==> config.mk <==
export PLATFORM = sky130hd
export DESIGN_NAME = pipeline_stall_ctrl
export DESIGN_NICKNAME = d
export VERILOG_FILES = /design/src/rtl/pipeline_stall_ctrl.sv
export SDC_FILE = /design/constraint.sdc
export NUM_CORES = 1
export LEC_CHECK = 0
export CORE_MARGIN = 3
export CORE_UTILIZATION = 40
export CTS_CLUSTER_SIZE = 10
export DETAILED_ROUTE_END_ITERATION = 7
export GPL_TIMING_DRIVEN = 0
export PLACE_DENSITY = 0.69
export SYNTH_ARGS = -nofsm -noshare
export SYNTH_HDL_FRONTEND = slang
export SYNTH_SLANG_ARGS = --single-unit
export TNS_END_PERCENT = 100
==> constraint.sdc <==
create_clock -name clk -period 2 [get_ports clk]
set_input_delay 0.4 -clock clk [delete_from_list [all_inputs] [get_ports clk]]
set_output_delay 0.4 -clock clk [all_outputs]
set_load 0.1 [all_outputs]
==> src/rtl/pipeline_stall_ctrl.sv <==
// Stall/flush sequencer for the 5-stage pipeline: load-use bubble, branch flush, memory-wait freeze with watchdog.
// Optional stall-cycle statistics counter enabled by defining STALL_STATS_EN.
module pipeline_stall_ctrl #(
    parameter int unsigned TIMEOUT_CYCLES = 256,
    parameter int unsigned CNT_W          = 32
) (
    input  logic             clk,
    input  logic             rst_n,
    input  logic             idex_memread,
    input  logic [4:0]       idex_rt,
    input  logic [4:0]       ifid_rs,
    input  logic [4:0]       ifid_rt,
    input  logic             branch_taken,
    input  logic             exmem_memread,
    input  logic             exmem_memwrite,
    input  logic             dmem_ready,
    output logic             dmem_req,
    output logic             pc_hold,
    output logic             ifid_hold,
    output logic             idex_hold,
    output logic             exmem_hold,
    output logic             memwb_hold,
    output logic             idex_bubble,
    output logic             ifid_flush,
    output logic             mem_timeout,
    output logic [CNT_W-1:0] stall_cnt
);
    typedef enum logic [1:0] {RUN, MEM_WAIT, ERROR} state_t;

    localparam logic [CNT_W-1:0] TMO = CNT_W'(TIMEOUT_CYCLES);

    state_t           state, state_nxt;
    logic [CNT_W-1:0] wait_cnt, wait_cnt_nxt;
    logic             timeout_nxt;
    logic             mem_op, lu;
    logic [4:0]       hold_c;   // {pc, ifid, idex, exmem, memwb}
    logic             req_c, bubble_c, flush_c;

    assign mem_op = exmem_memread | exmem_memwrite;
    assign lu     = idex_memread && (idex_rt != 5'd0) &&
                    (idex_rt == ifid_rs || idex_rt == ifid_rt);

    always_comb begin
        state_nxt    = state;
        wait_cnt_nxt = wait_cnt;
        timeout_nxt  = mem_timeout;
        hold_c       = 5'b0;
        bubble_c     = 1'b0;
        flush_c      = 1'b0;
        req_c        = mem_op && (state != ERROR);
        case (state)
            RUN, MEM_WAIT: begin
                if (req_c && !dmem_ready) begin
                    hold_c = 5'b11111;
                    if (state == RUN) begin
                        state_nxt    = MEM_WAIT;
                        wait_cnt_nxt = CNT_W'(1);
                    end else begin
                        if (wait_cnt != '1)
                            wait_cnt_nxt = wait_cnt + CNT_W'(1);
                        if (TIMEOUT_CYCLES != 0 && wait_cnt == TMO) begin
                            state_nxt   = ERROR;
                            timeout_nxt = 1'b1;
                        end
                    end
                end else begin
                    // Pipe advances; a taken branch blocked by load-use gets flushed next cycle.
                    if (lu) begin
                        hold_c   = 5'b11000;
                        bubble_c = 1'b1;
                    end else begin
                        flush_c = branch_taken;
                    end
                    if (state == MEM_WAIT) begin
                        state_nxt    = RUN;
                        wait_cnt_nxt = '0;
                    end
                end
            end
            ERROR:   hold_c = 5'b11111;
            default: state_nxt = RUN;
        endcase
    end

    always_ff @(posedge clk or negedge rst_n) begin
        if (!rst_n) begin
            state       <= RUN;
            wait_cnt    <= '0;
            mem_timeout <= 1'b0;
        end else begin
            state       <= state_nxt;
            wait_cnt    <= wait_cnt_nxt;
            mem_timeout <= timeout_nxt;
        end
    end

    // Combinational outputs are forced low while reset is asserted.
    assign {pc_hold, ifid_hold, idex_hold, exmem_hold, memwb_hold} = hold_c & {5{rst_n}};
    assign dmem_req    = req_c & rst_n;
    assign idex_bubble = bubble_c & rst_n;
    assign ifid_flush  = flush_c & rst_n;

`ifdef STALL_STATS_EN
    logic [CNT_W-1:0] stall_q;
    always_ff @(posedge clk or negedge rst_n) begin
        if (!rst_n)
            stall_q <= '0;
        else if (pc_hold && stall_q != '1)
            stall_q <= stall_q + CNT_W'(1);
    end
    assign stall_cnt = stall_q;
`else
    assign stall_cnt = '0;
`endif
endmodule

# [Yosys cells after proc, flatten, opt, wreduce, memory -nomap -nowiden]
# Cells that the tools add are included.
[totals] word_cells=52 reg_bits=35
[classes] n_mux=18 bitwise=7 eq_ne=10 n_reduce_logical=13 addsub=1
[op_table] op="$mux W32" count=4
[op_table] op="$add A32 B1 Y32 const B" count=1
[op_table] op="$eq A32 B9 Y1 const B" count=1
[op_table] op="$ne A32 B32 Y1 const B" count=1
[op_table] op="$eq A5 B5 Y1" count=2
[op_table] op="$mux W5" count=2
[op_table] op="$pmux W5 S2" count=1
[op_table] op="$mux W2" count=4
[op_table] op="$mux W1" count=6
[op_table] op="$reduce_and A3 Y1" count=2
[op_table] op="$and A5 B5 Y5" count=1
[op_table] op="$reduce_bool A5 Y1" count=1
[op_table] op="$logic_and A1 B1 Y1" count=4
[op_table] op="$ne A4 B4 Y1 const B" count=1
[op_table] op="$pmux W2 S2" count=1
[op_table] op="$reduce_and A4 Y1" count=1
[op_table] op="$and A1 B1 Y1" count=3
[op_table] op="$ne A3 B1 Y1 const B" count=1
[op_table] op="$ne A3 B3 Y1 const B" count=1
[op_table] op="$eq A2 B1 Y1 const B" count=1
[op_table] op="$eq A2 B2 Y1 const B" count=1
[op_table] op="$logic_not A2 Y1" count=1
[op_table] op="$ne A2 B2 Y1 const B" count=1
[op_table] op="$not A1 Y1" count=2
[op_table] op="5 further kinds" count=5

# [Depth between registers and ports, before layout]
[depth] depth_word=7 depth_mapped=8 ltp_nobuf=6

# [Worst setup path before layout]
# No wires, ideal clock.
[synth_timing] path_type="register to output" from="register state[1]" to="output dmem_req" required_ns=1.600 arrival_ns=2.908 path_buffers=1 path_slack_ns=-1.308 path_stages_with_launch=4 cell_sequence="dfrtp_1 -> clkbuf_1 -> nor2b_1 -> nor3b_1"
[synth_via] elab_chain_cells=3
[synth_rtl] item="from (decl)" line="32" rtl="state_t state, state_nxt;"
[synth_rtl] item="from (signal assigned)" line="91" rtl="state <= state_nxt;"
[synth_rtl] item="$ne A2 B2 Y1" line="50" rtl="req_c = mem_op && (state != ERROR);"
[synth_rtl] item="$logic_and A1 B1 Y1" line="50"
[synth_rtl] item="$and A1 B1 Y1" line="99" rtl="assign dmem_req = req_c & rst_n;"
[synth_rtl] item="to (decl)" line="17" rtl="output logic dmem_req,"
# Every way passes these cells.

# [Worst setup path after layout]
[layout_timing] from="input idex_rt[2]" to="output pc_hold"
[layout_via] elab_chain_cells=7
[layout_rtl] item="from (decl)" line="10" rtl="input logic [4:0] idex_rt,"
[layout_rtl] item="$eq A5 B5 Y1 or $reduce_bool A5 Y1 (tied branches)" line="41, 40"
[layout_rtl] item="$logic_or A1 B1 Y1 or $logic_and A1 B1 Y1 (tied branches)" line="41, 40"
[layout_rtl] item="$logic_and A1 B1 Y1 *" line="40" rtl="assign lu = idex_memread && (idex_rt != 5'd0) &&"
[layout_rtl] item="$mux W5 *" line="68" rtl="if (lu) begin"
[layout_rtl] item="$mux W5 *" line="53" rtl="if (req_c && !dmem_ready) begin"
[layout_rtl] item="$pmux W5 S2 *" line="51" rtl="case (state)"
[layout_rtl] item="$and A5 B5 Y5 *" line="98" rtl="assign {pc_hold, ifid_hold, idex_hold, exmem_hold, memwb_hold} = hold_c & {5{rst_n}};"
[layout_rtl] item="to (decl)" line="18" rtl="output logic pc_hold,"
# Mark *: on every way between the ends. The rest lies on a longest branch, timed or not.

==> results.py <==
metrics = {
    "clocking": {
        "cts-root-buf": "clkbuf_8",
        "clock_path_buffers": 2,
        "clk_pin_slew_ns": 0.08,
        "clock_latency_ns": 0.30,
        "cts_tree": "built",
        "cts.sinks": 35,
        "htree_levels": 2,
        "holdBufCountCts": 0,
        "numCtsBuffers": 5,
    },
    "yosys": {
        "synth.distinct_cells": 63,
        "syn_avg_cell_area_sq_um": 8.948,
        "synth_warnings": 0,
        "syn_area_sq_um": 2720,
        "synth_most_common_cell": "buf_4",
        "synth_common_cells": "buf_4 (37), dfrtp_1 (35), o21ai_0 (19), nand3_1 (16)",
        "synth-main-ff-cell": "dfrtp_1",
        "synth_edf_count": 0,
        "ys_async_sr_fraction": 1.000,
        "syn_inst": 304,
        "synth_top_area_frac": 0.3220,
        "ys_top_cells_by_area": "dfrtp_1 (32%), buf_4 (10%), o31ai_1 (4.1%)",
        "ys_ff_latch": 35,
        "yosysSeqAreaShare": 0.3220,
        "synth_top_area_cell": "dfrtp_1",
    },
    "worst_hold_path": {
        "hold_path_class": "input pin to async pin",
    },
    "outcome": {
        "status": "finished, violations left",
        "violations": "setup timing",
    },
    "setup_path": {
        "cp.required_ns": 1.60,
        "reg2reg_from": "wait_cnt[1]$_DFFE_PN0P_",
        "worstRegToRegCells": 9,
        "cp_cell_sequence": "buf_8, or4_4, o21ai_4, a21oi_4, o311a_4, buf_6, buf_12",
        "r2r_setup_slack_ns": 0.01,
        "crit_path_max_incr_delay_ns": 0.54,
        "worstSetupPathType": "input pin to primary output",
        "arrival_ns": 1.86,
        "crit_path_start_kind": "input pin",
        "critPathMaxFanout": 3,
        "slowest_stage": "or4_4",
        "crit_path_end_kind": "primary output",
        "r2r-end": "wait_cnt[16]$_DFFE_PN0P_",
    },
    "grt": {
        "met3_usage": 0.03352,
        "grt_pass1_wl_mm": 11.90,
        "globalRouteTotalUtil": 0.1924,
        "top_usage_layer": "met2",
        "grt_use_met1": 0.2695,
        "met2_usage": 0.3080,
        "antenna_found_initial": 0,
        "overflow": 0,
        "first_global_vias": 2368,
        "grt_max_degree": 41,
    },
    "final_layout": {
        "regArea_sq_um": 887.1,
        "postLayoutCoreUtil": 0.6062,
        "finish.net_count": 427,
        "fillers": 548,
        "n_antenna_cell": 0,
        "syn_to_final_growth_pct": 43.93,
        "fin_cells": 481,
        "multi_input_area_sq_um": 1795,
        "layout-drive-gt1-share": 0.4134,
    },
    "power": {
        "p_sw_frac": 0.3745,
        "comb_power_share": 0.325,
        "switching_power_uw": 788.1,
        "powerDensity_nw_per_um2": 537.6,
        "p_total_uw": 2105,
        "ir_drop_v": 0.0003300,
        "p_int_uw": 1316,
        "p_leak_uw": 0.001884,
        "seq_power_share": 0.348,
        "p_clk_frac": 0.326,
    },
    "drt": {
        "vias_per_cell": 5.692,
        "first_pass_iters": 5,
        "wl_mm": 7.974,
        "drtIter0Drc": 234,
        "drc_errors": 0,
        "antenna_left": 0,
        "wire_per_inst_um": 16.58,
        "num_vias": 2738,
    },
    "sta": {
        "clock_skew_ns": 0.009054,
        "rsz0062_at_grt": "true",
        "setup_ws_ns": -0.2609,
        "finalCritPeriodShare": 1.130,
        "fmax_mhz": 442.3,
        "slew_headroom": 0.3575,
        "setup_violations": 6,
        "whs_ns": 0.06780,
        "tightestPinTransition_ns": 0.9675,
        "hold_viol": 0,
        "min_period_ns": 2.261,
        "maxSlewViolCount": 0,
    },
    "place": {
        "dp.cells": 442,
        "hpwl_mm": 5.198,
        "dp_slack_ns": -1.466,
        "finalWeightedCongestion": 0.9414,
        "port-buffer-count": 30,
    },
    "die": {
        "core_area_sq_um": 6459,
        "num_io_pins": 63,
        "rows": 29,
        "die_w_um": 88.47,
        "initial_core_util": 0.4212,
        "dieArea_sq_um": 7826,
        "die_y_um": 88.47,
    },
    "flow_run": {
        "maxCapViolCount": 0,
    },
}
stage by stage:
stage / TNS, ns / cell area, sq um
after floorplan: -0.2749 / 2893
after detailed placement: -24.15 / 3284
final: -0.9937 / 3915
after CTS: -1.823 / 3552
after global placement: -47.56 / 3289
after global routing: -2.153 / 3915
power by group through the flow:
| stage | Combinational (uW) | Sequential, uW | Clock, uW |
|---|---|---|---|
| after global placement | 622 | 748 | 0 |
| after floorplan | 498 | 755 | 0 |
| after detailed placement | 624 | 749 | 0 |
| after CTS | 639 | 736 | 685 |
| after global routing | 717 | 735 | 719 |
| final | 685 | 733 | 686 |
worst max-delay path by stage:
stage          startpoint    endpoint  slack (ns)  cells after the start
2_1_floorplan  idex_rt[1]     pc_hold       -0.22                      5
3_3_place_gp        rst_n  ifid_flush       -2.28                      4
3_5_place_dp   idex_rt[3]     pc_hold       -1.47                      8
4_1_cts        idex_rt[4]     pc_hold       -0.32                      7
5_1_grt        idex_rt[2]     pc_hold       -0.28                      7
6_report       idex_rt[2]     pc_hold       -0.26                      7
worst max-delay path: cells and delay by family:
family	cells	cell delay, ns
AOI/OAI and AO/OA	3	0.54
and+or+nand+nor	1	0.54
buffers and inverters	3	0.37
state kept, by name (all words and copies together), names as in the netlist:
signal       cells
wait_cnt        32
state            2
mem_timeout      1
placed cells by master, fill, tap and decap left out, types with 7 or more instances in the layout:
cell           Yosys  final
o31ai_2            8      9
buf_4             37     62
o21ai_0           19     17
dfrtp_1           35     26
conb_1             1     32
nand2_1           15     13
nand3_1           16     12
dfrtp_2            0      9
buf_6              1     14
and3_1             9      9
nor3_1             7      7
nand4_1           13     13
dlygate4sd2_1      0      8
clkbuf_8           0      7
o31ai_1           15     13
nor4_1            13     11
kinds of logic after synthesis:
logic type               after synthesis  synth area share
other                                  1          0.001379
multiplexers                           1          0.003680
buffers and inverters                 56            0.1339
flip-flops                            35            0.3220
AND/OR/NAND/NOR                      111            0.2475
XOR/XNOR                              10           0.03220
adder cells (fa/ha/maj)                2          0.009198
AO/OA/AOI/OAI                         88            0.2502
area by class of cell:
| class | instances | area share |
|---|---|---|
| well taps | 77 | 0.02461 |
| clock inverters | 2 | 0.008949 |
| inverters | 6 | 0.005753 |
| multi-input cells | 244 | 0.4586 |
| plain buffers | 49 | 0.1061 |
| repair buffers | 62 | 0.1483 |
| flip-flops and latches | 35 | 0.2266 |
| clock buffers | 6 | 0.02109 |
timing repair:
| item | CTS | global route |
|---|---|---|
| pin swaps | 21 | 15 |
| resized for setup | 128 | 57 |
| gates cloned | 0 | 2 |
| setup buffers | 7 | 24 |
| setup endpoints to repair | 40 | 36 |
layer usage:
metal,wire length (um),share of wire,up-vias
met4,185,0.023,0
met3,487,0.061,21
met5,0,0,-
met2,3893,0.49,135
met1,3408,0.43,1280
li1,-,-,1302
(Power assumes the default switching activity.)
